$ cat config.mk
export PLATFORM = sky130hd
export DESIGN_NAME = gshare_btb_predictor
export DESIGN_NICKNAME = d
export VERILOG_FILES = /design/src/rtl/gshare_btb_predictor.sv
export SDC_FILE = /design/constraint.sdc
export NUM_CORES = 1
export LEC_CHECK = 0
export ABC_AREA = 1
export CAP_MARGIN = 20
export CELL_PAD_IN_SITES_DETAIL_PLACEMENT = 0
export CELL_PAD_IN_SITES_GLOBAL_PLACEMENT = 1
export CORE_ASPECT_RATIO = 0.9
export CORE_MARGIN = 2
export CORE_UTILIZATION = 40
export DETAILED_ROUTE_END_ITERATION = 8
export PLACE_DENSITY = 0.7
export RECOVER_POWER = 100
export SLEW_MARGIN = 20
export SYNTH_ARGS = -nofsm -noshare
export SYNTH_HDL_FRONTEND = slang
export SYNTH_SLANG_ARGS = --single-unit
$ cat constraint.sdc
create_clock -name clk_i -period 4.3 [get_ports clk_i]
set_input_delay 0.86 -clock clk_i [delete_from_list [all_inputs] [get_ports clk_i]]
set_output_delay 0.86 -clock clk_i [all_outputs]
set_load 0.005 [all_outputs]
$ cat src/rtl/gshare_btb_predictor.sv
// gshare direction predictor with tagged BTB, init sweep and mispredict stats.
// Ports: clk_i/reset_ni; pred_* fetch request/response; upd_* commit training;
// ready_o marks sweep done; mispredict_cnt_o saturating mispredict count.
module gshare_btb_predictor #(
    parameter int         HISTORY_SIZE = 4,
    parameter int         PC_WIDTH     = 32,
    parameter int         TAG_WIDTH    = 8,
    parameter logic [1:0] INIT_CTR     = 2'b01,
    parameter int         CNT_WIDTH    = 16
) (
    input  logic                    clk_i,
    input  logic                    reset_ni,
    input  logic                    pred_req_i,
    input  logic [PC_WIDTH-1:0]     pred_pc_i,
    output logic                    pred_valid_o,
    output logic                    pred_taken_o,
    output logic [PC_WIDTH-1:0]     pred_target_o,
    output logic [HISTORY_SIZE-1:0] pred_ghist_o,
    input  logic                    upd_valid_i,
    input  logic [PC_WIDTH-1:0]     upd_pc_i,
    input  logic [HISTORY_SIZE-1:0] upd_ghist_i,
    input  logic                    upd_taken_i,
    input  logic [PC_WIDTH-1:0]     upd_target_i,
    input  logic                    upd_mispredict_i,
    output logic                    ready_o,
    output logic [CNT_WIDTH-1:0]    mispredict_cnt_o
);

    localparam int ENTRIES = 1 << HISTORY_SIZE;
    localparam int TAG_LO  = HISTORY_SIZE + 2;
    localparam int TAG_HI  = TAG_LO + TAG_WIDTH - 1;

    localparam logic [HISTORY_SIZE-1:0] PTR_ONE  = HISTORY_SIZE'(1);
    localparam logic [HISTORY_SIZE-1:0] PTR_LAST = '1;
    localparam logic [PC_WIDTH-1:0]     PC_FOUR  = PC_WIDTH'(4);
    localparam logic [CNT_WIDTH-1:0]    CNT_ONE  = CNT_WIDTH'(1);

    typedef enum logic {
        ST_INIT,
        ST_READY
    } state_t;

    state_t                  r_state;
    state_t                  w_state_nxt;
    logic [HISTORY_SIZE-1:0] r_ptr;
    logic                    w_sweep;
    logic                    w_ready;

    logic [1:0]              r_pht     [ENTRIES];
    logic                    r_btb_v   [ENTRIES];
    logic [TAG_WIDTH-1:0]    r_btb_tag [ENTRIES];
    logic [PC_WIDTH-1:0]     r_btb_tgt [ENTRIES];

    logic [HISTORY_SIZE-1:0] r_ghist;
    logic [CNT_WIDTH-1:0]    r_cnt;
    logic                    r_pvalid;
    logic                    r_ptaken;
    logic [PC_WIDTH-1:0]     r_ptarget;
    logic [HISTORY_SIZE-1:0] r_pghist;

    logic [HISTORY_SIZE-1:0] w_pbidx;
    logic [HISTORY_SIZE-1:0] w_ppidx;
    logic [TAG_WIDTH-1:0]    w_ptag;
    logic                    w_hit;
    logic                    w_ptaken;
    logic [PC_WIDTH-1:0]     w_ptarget;
    logic                    w_do_pred;

    logic [HISTORY_SIZE-1:0] w_ubidx;
    logic [HISTORY_SIZE-1:0] w_upidx;
    logic [TAG_WIDTH-1:0]    w_utag;
    logic [1:0]              w_uctr;
    logic [1:0]              w_uctr_nxt;
    logic                    w_do_upd;

    logic                    w_unused;

    // FSM: INIT sweeps every table entry once, READY is terminal.
    always_ff @(posedge clk_i or negedge reset_ni) begin
        if (!reset_ni) begin
            r_state <= ST_INIT;
            r_ptr   <= '0;
        end else begin
            r_state <= w_state_nxt;
            if (w_sweep) begin
                r_ptr <= r_ptr + PTR_ONE;
            end
        end
    end

    always_comb begin
        w_state_nxt = r_state;
        w_sweep     = 1'b0;
        w_ready     = 1'b0;
        unique case (r_state)
            ST_INIT: begin
                w_sweep = 1'b1;
                if (r_ptr == PTR_LAST) begin
                    w_state_nxt = ST_READY;
                end
            end
            ST_READY: begin
                w_ready = 1'b1;
            end
        endcase
    end

    assign w_do_pred = w_ready && pred_req_i;
    assign w_do_upd  = w_ready && upd_valid_i;

    // Prediction lookup (reads pre-update table and history state).
    assign w_pbidx   = pred_pc_i[HISTORY_SIZE+1:2];
    assign w_ptag    = pred_pc_i[TAG_HI:TAG_LO];
    assign w_ppidx   = w_pbidx ^ r_ghist;
    assign w_hit     = r_btb_v[w_pbidx] && (r_btb_tag[w_pbidx] == w_ptag);
    assign w_ptaken  = r_pht[w_ppidx][1] && w_hit;
    assign w_ptarget = w_ptaken ? r_btb_tgt[w_pbidx] : pred_pc_i + PC_FOUR;

    // Training index uses the history snapshot the prediction was made with.
    assign w_ubidx = upd_pc_i[HISTORY_SIZE+1:2];
    assign w_utag  = upd_pc_i[TAG_HI:TAG_LO];
    assign w_upidx = w_ubidx ^ upd_ghist_i;
    assign w_uctr  = r_pht[w_upidx];

    always_comb begin
        w_uctr_nxt = w_uctr;
        if (upd_taken_i) begin
            if (w_uctr != 2'b11) begin
                w_uctr_nxt = w_uctr + 2'b01;
            end
        end else if (w_uctr != 2'b00) begin
            w_uctr_nxt = w_uctr - 2'b01;
        end
    end

    // Tables carry no reset; the sweep initialises them instead.
    always_ff @(posedge clk_i) begin
        if (w_sweep) begin
            r_pht[r_ptr]   <= INIT_CTR;
            r_btb_v[r_ptr] <= 1'b0;
        end else if (w_do_upd) begin
            r_pht[w_upidx] <= w_uctr_nxt;
            if (upd_taken_i) begin
                r_btb_v[w_ubidx]   <= 1'b1;
                r_btb_tag[w_ubidx] <= w_utag;
                r_btb_tgt[w_ubidx] <= upd_target_i;
            end
        end
    end

    always_ff @(posedge clk_i or negedge reset_ni) begin
        if (!reset_ni) begin
            r_ghist   <= '0;
            r_cnt     <= '0;
            r_pvalid  <= 1'b0;
            r_ptaken  <= 1'b0;
            r_ptarget <= '0;
            r_pghist  <= '0;
        end else begin
            r_pvalid <= w_do_pred;
            if (w_do_pred) begin
                r_ptaken  <= w_ptaken;
                r_ptarget <= w_ptarget;
                r_pghist  <= r_ghist;
            end
            if (w_do_upd) begin
                r_ghist <= {r_ghist[HISTORY_SIZE-2:0], upd_taken_i};
                if (upd_mispredict_i && (r_cnt != '1)) begin
                    r_cnt <= r_cnt + CNT_ONE;
                end
            end
        end
    end

    assign pred_valid_o     = r_pvalid;
    assign pred_taken_o     = r_ptaken;
    assign pred_target_o    = r_ptarget;
    assign pred_ghist_o     = r_pghist;
    assign ready_o          = w_ready;
    assign mispredict_cnt_o = r_cnt;

    // Alignment and upper PC bits do not take part in indexing or tagging.
    assign w_unused = ^{pred_pc_i, upd_pc_i};

endmodule

==> flow_metrics.env <==
export IMPL_status="complete, but fails checks"
export IMPL_violations="max-capacitance violations, max-slew violations"
export IMPL_regToRegSetupSlack_ps=870
export IMPL_die_area_um2=80800
export IMPL_slowest_stage="nor2_1"
export IMPL_r2r_cells=7
export IMPL_drtIter0Drc=2046
export IMPL_yosys_area_top_type="edfxtp_1"
export IMPL_postSynthRegisterBits=751
export IMPL_syn_to_final_growth_pct=16.5
export IMPL_synth_edf_count=688
export IMPL_finalMaxSlewViolations=141
export IMPL_dp_hpwl_mm=52.1
export IMPL_clkTransAtPathRegs_ps=60
export IMPL_rsz0062_at_grt="no"
export IMPL_worstPathCellList="dlygate4sd3_1 > buf_4 > inv_1 > buf_4 > a31oi_1 > nor2_1 > nand2_1 > nand3_1 > nand2_1"
export IMPL_synth_most_common_cell="edfxtp_1"
export IMPL_num_io_pins=161
export IMPL_cts_sinks=751
export IMPL_initial_utilization_pct=40.4
export IMPL_cts_hold_fix_buffers=0
export IMPL_async_flop_share_pct=8.39
export IMPL_drcViolationCount=0
export IMPL_holdPathEnd="pred_target_o[1]$_DFFE_PN0P_"
export IMPL_reg2reg_to="r_btb_tgt[10][30]$_DFFE_PP_"
export IMPL_required_ps=4790
export IMPL_num_vias=21400
export IMPL_regArea_um2=22200
export IMPL_clock_path_buffers=3
export IMPL_gp_congestion=0.893
export IMPL_vdd_drop_max_v=0.000249
export IMPL_detail_route_antenna_nets=0
export IMPL_yosys_top_cells_count="edfxtp_1 (688), nand2_1 (502), nor2_1 (452)"
export IMPL_ys_top_cells_by_area="edfxtp_1 (66%), nand2_1 (6.0%), nor2_1 (5.4%)"
export IMPL_start_kind="primary input"
export IMPL_placed_area_um2=34300
export IMPL_multiInputGateArea_um2=8010
export IMPL_finalInstanceArea_um2=36600
export IMPL_cts_buffers=80
export IMPL_grt_max_degree=121
export IMPL_syn_inst=2762
export IMPL_hold_viol_final=0
export IMPL_worstMarginPinSlew_ps=2280
export IMPL_max_stage_delay_ps=680
export IMPL_post_route_period_util_pct=87.8
export IMPL_antenna_found_initial=11
export IMPL_grt_usage_pct=21.6
export IMPL_drive_gt1_share_pct=6.72
export IMPL_row_count=97
export IMPL_root_buffer="clkbuf_16"
export IMPL_nFillCells=6929
export IMPL_grt_pass1_wl_mm=131
export IMPL_post_cts_buffers=0
export IMPL_worstHoldPathCells=2
export IMPL_path_max_fanout=48
export IMPL_clock_latency_ps=620
export IMPL_maxCapViolCount=3
export IMPL_worstPathArrival_ps=4260
export IMPL_grt_pass1_vias=20700
export IMPL_yosys_cell_types_count=34
export IMPL_timing_rr_start="r_state$_DFF_PN0_"
export IMPL_critPathCaptureType="register"
export IMPL_final_net_count=3022
export IMPL_holdWs_ps=476
export IMPL_fmax_mhz=265
export IMPL_ys_warn_count=0
export IMPL_tns_ps=0
export IMPL_htreeDepth=3
export IMPL_hp_class="register to register"
export IMPL_synth_main_ff_cell="edfxtp_1"
export IMPL_die_h_um=270
export IMPL_syn_area_um2=31400
export IMPL_setup_viol=0
export IMPL_grt_ovfl_total=0
export IMPL_min_period_ps=3780
export IMPL_synth_top_cell_area_share_pct=65.7
export IMPL_drt_total_wl_mm=88.1
export IMPL_synth_nets=2871
export IMPL_crit_type="primary input to register"
export IMPL_firstDrtPassIters=8
export IMPL_core_region_area_um2=77800
export IMPL_viasPerCell=5.34
export IMPL_fin_worst_skew_ps=21.6
export IMPL_relSlewSlack_pct=-51.9
export IMPL_hp_start="pred_target_o[1]$_DFFE_PN0P_"
export IMPL_power_density_nw_per_um2=441
export IMPL_cts_tree="built"
export IMPL_cts_resized=0
export IMPL_routedWlPerCell_um=21.9
export IMPL_p_leak_nw=13.2
export IMPL_numPortBuffers=140
export IMPL_syn_area_per_cell_um2=11.4
export IMPL_die_w_um=299
export IMPL_ys_seq_area_share_pct=70.8
registers in the layout, summed over array words and instances (netlist names):
signal,count
r_state,1
pred_ghist_o,4
r_btb_tgt,512
mispredict_cnt_o,16
r_ptr,4
pred_target_o,32
r_btb_tag,128
pred_valid_o,1
r_ghist,4
r_pht,32
r_btb_v,16
pred_taken_o,1
critical path, delay by kind of cell:
kind	cells	cell delay [ps]
AOI/OAI and AO/OA	1	190
buffers and inverters	4	2120
and+or+nand+nor	4	1020
metal layers:
metal  global-route usage [%]  vias to the layer above  routed length (µm)
met5                        0                        -                  74
met4                     5.12                       10                1790
met3                     3.99                      128                5960
met2                     34.5                      669               40800
met1                     30.6                    10600               39400
li1                         -                     9983                   -
report_power, final:
group | switching [mW] | internal (mW) | leakage (nW)
clock | 2.82 | 3.89 | 1.23
sequential | 0.0786 | 8.10 | 7.00
combinational | 0.843 | 0.421 | 5.02
total | 3.74 | 12.4 | 13.2
metrics by stage:
stage | utilization (%) | power, mW | cells | setup WS, ps
2_1_floorplan | - | 8.98 | 2762 | 138
3_3_place_gp | 44.1 | 9.61 | 3870 | 300
3_5_place_dp | 44.1 | 9.64 | 3870 | 306
4_1_cts | 47.3 | 16.3 | 4013 | 946
5_1_grt | 47.1 | 16.7 | 4015 | 444
6_report | 47.1 | 16.2 | 4016 | 524
cell usage in the layout, fill, tap and decap left out, drive strengths merged, types with 5 or more instances in the layout:
master / count
o221ai: 12
bufinv: 7
xnor2: 23
dfrtp: 63
xor2: 29
o21ai: 315
o22ai: 92
nand4: 7
nand3: 183
buf: 44
nand2: 505
dlygate4sd3: 99
o21bai: 5
nor3: 14
nor4: 6
nor2: 455
a31oi: 24
inv: 152
edfxtp: 688
clkbuf: 135
a21oi: 7
a22o: 24
clkdlybuf4s50: 38
clkinv: 32
worst max-delay path by stage:
stage,startpoint,end,slack [ps],cells past startpoint
floorplan,upd_valid_i,r_btb_tag[0][0]$_DFFE_PP_,140,6
global placement,pred_pc_i[4],pred_target_o[30]$_DFFE_PN0P_,300,9
detailed placement,pred_pc_i[4],pred_target_o[30]$_DFFE_PN0P_,310,9
CTS,pred_pc_i[4],pred_target_o[30]$_DFFE_PN0P_,950,9
global route,upd_valid_i,r_btb_tgt[15][6]$_DFFE_PP_,440,9
finish,pred_pc_i[4],pred_target_o[30]$_DFFE_PN0P_,520,9
logic make-up (layout without fill, tap and decap cells):
family | after synthesis | after routing | synth area share (%)
compound gates | 483 | 483 | 8.66
xor+xnor | 52 | 52 | 1.45
fa+ha+maj | 3 | 3 | 0.119
buf+inv | 299 | 511 | 3.97
flops | 751 | 751 | 70.8
other cells | 0 | 3 | 0
simple gates | 1174 | 1174 | 15.0
layout make-up:
cell class	instances	area share [%]
Antenna cell	3	0.0205
Sequential cell	751	60.7
Clock buffer	101	5.75
Timing Repair Buffer	215	5.36
Tap cell	1039	3.55
Multi-Input combinational cell	1712	21.9
Clock inverter	42	1.12
Inverter	153	1.60
Power figures use the tool's default switching activity.
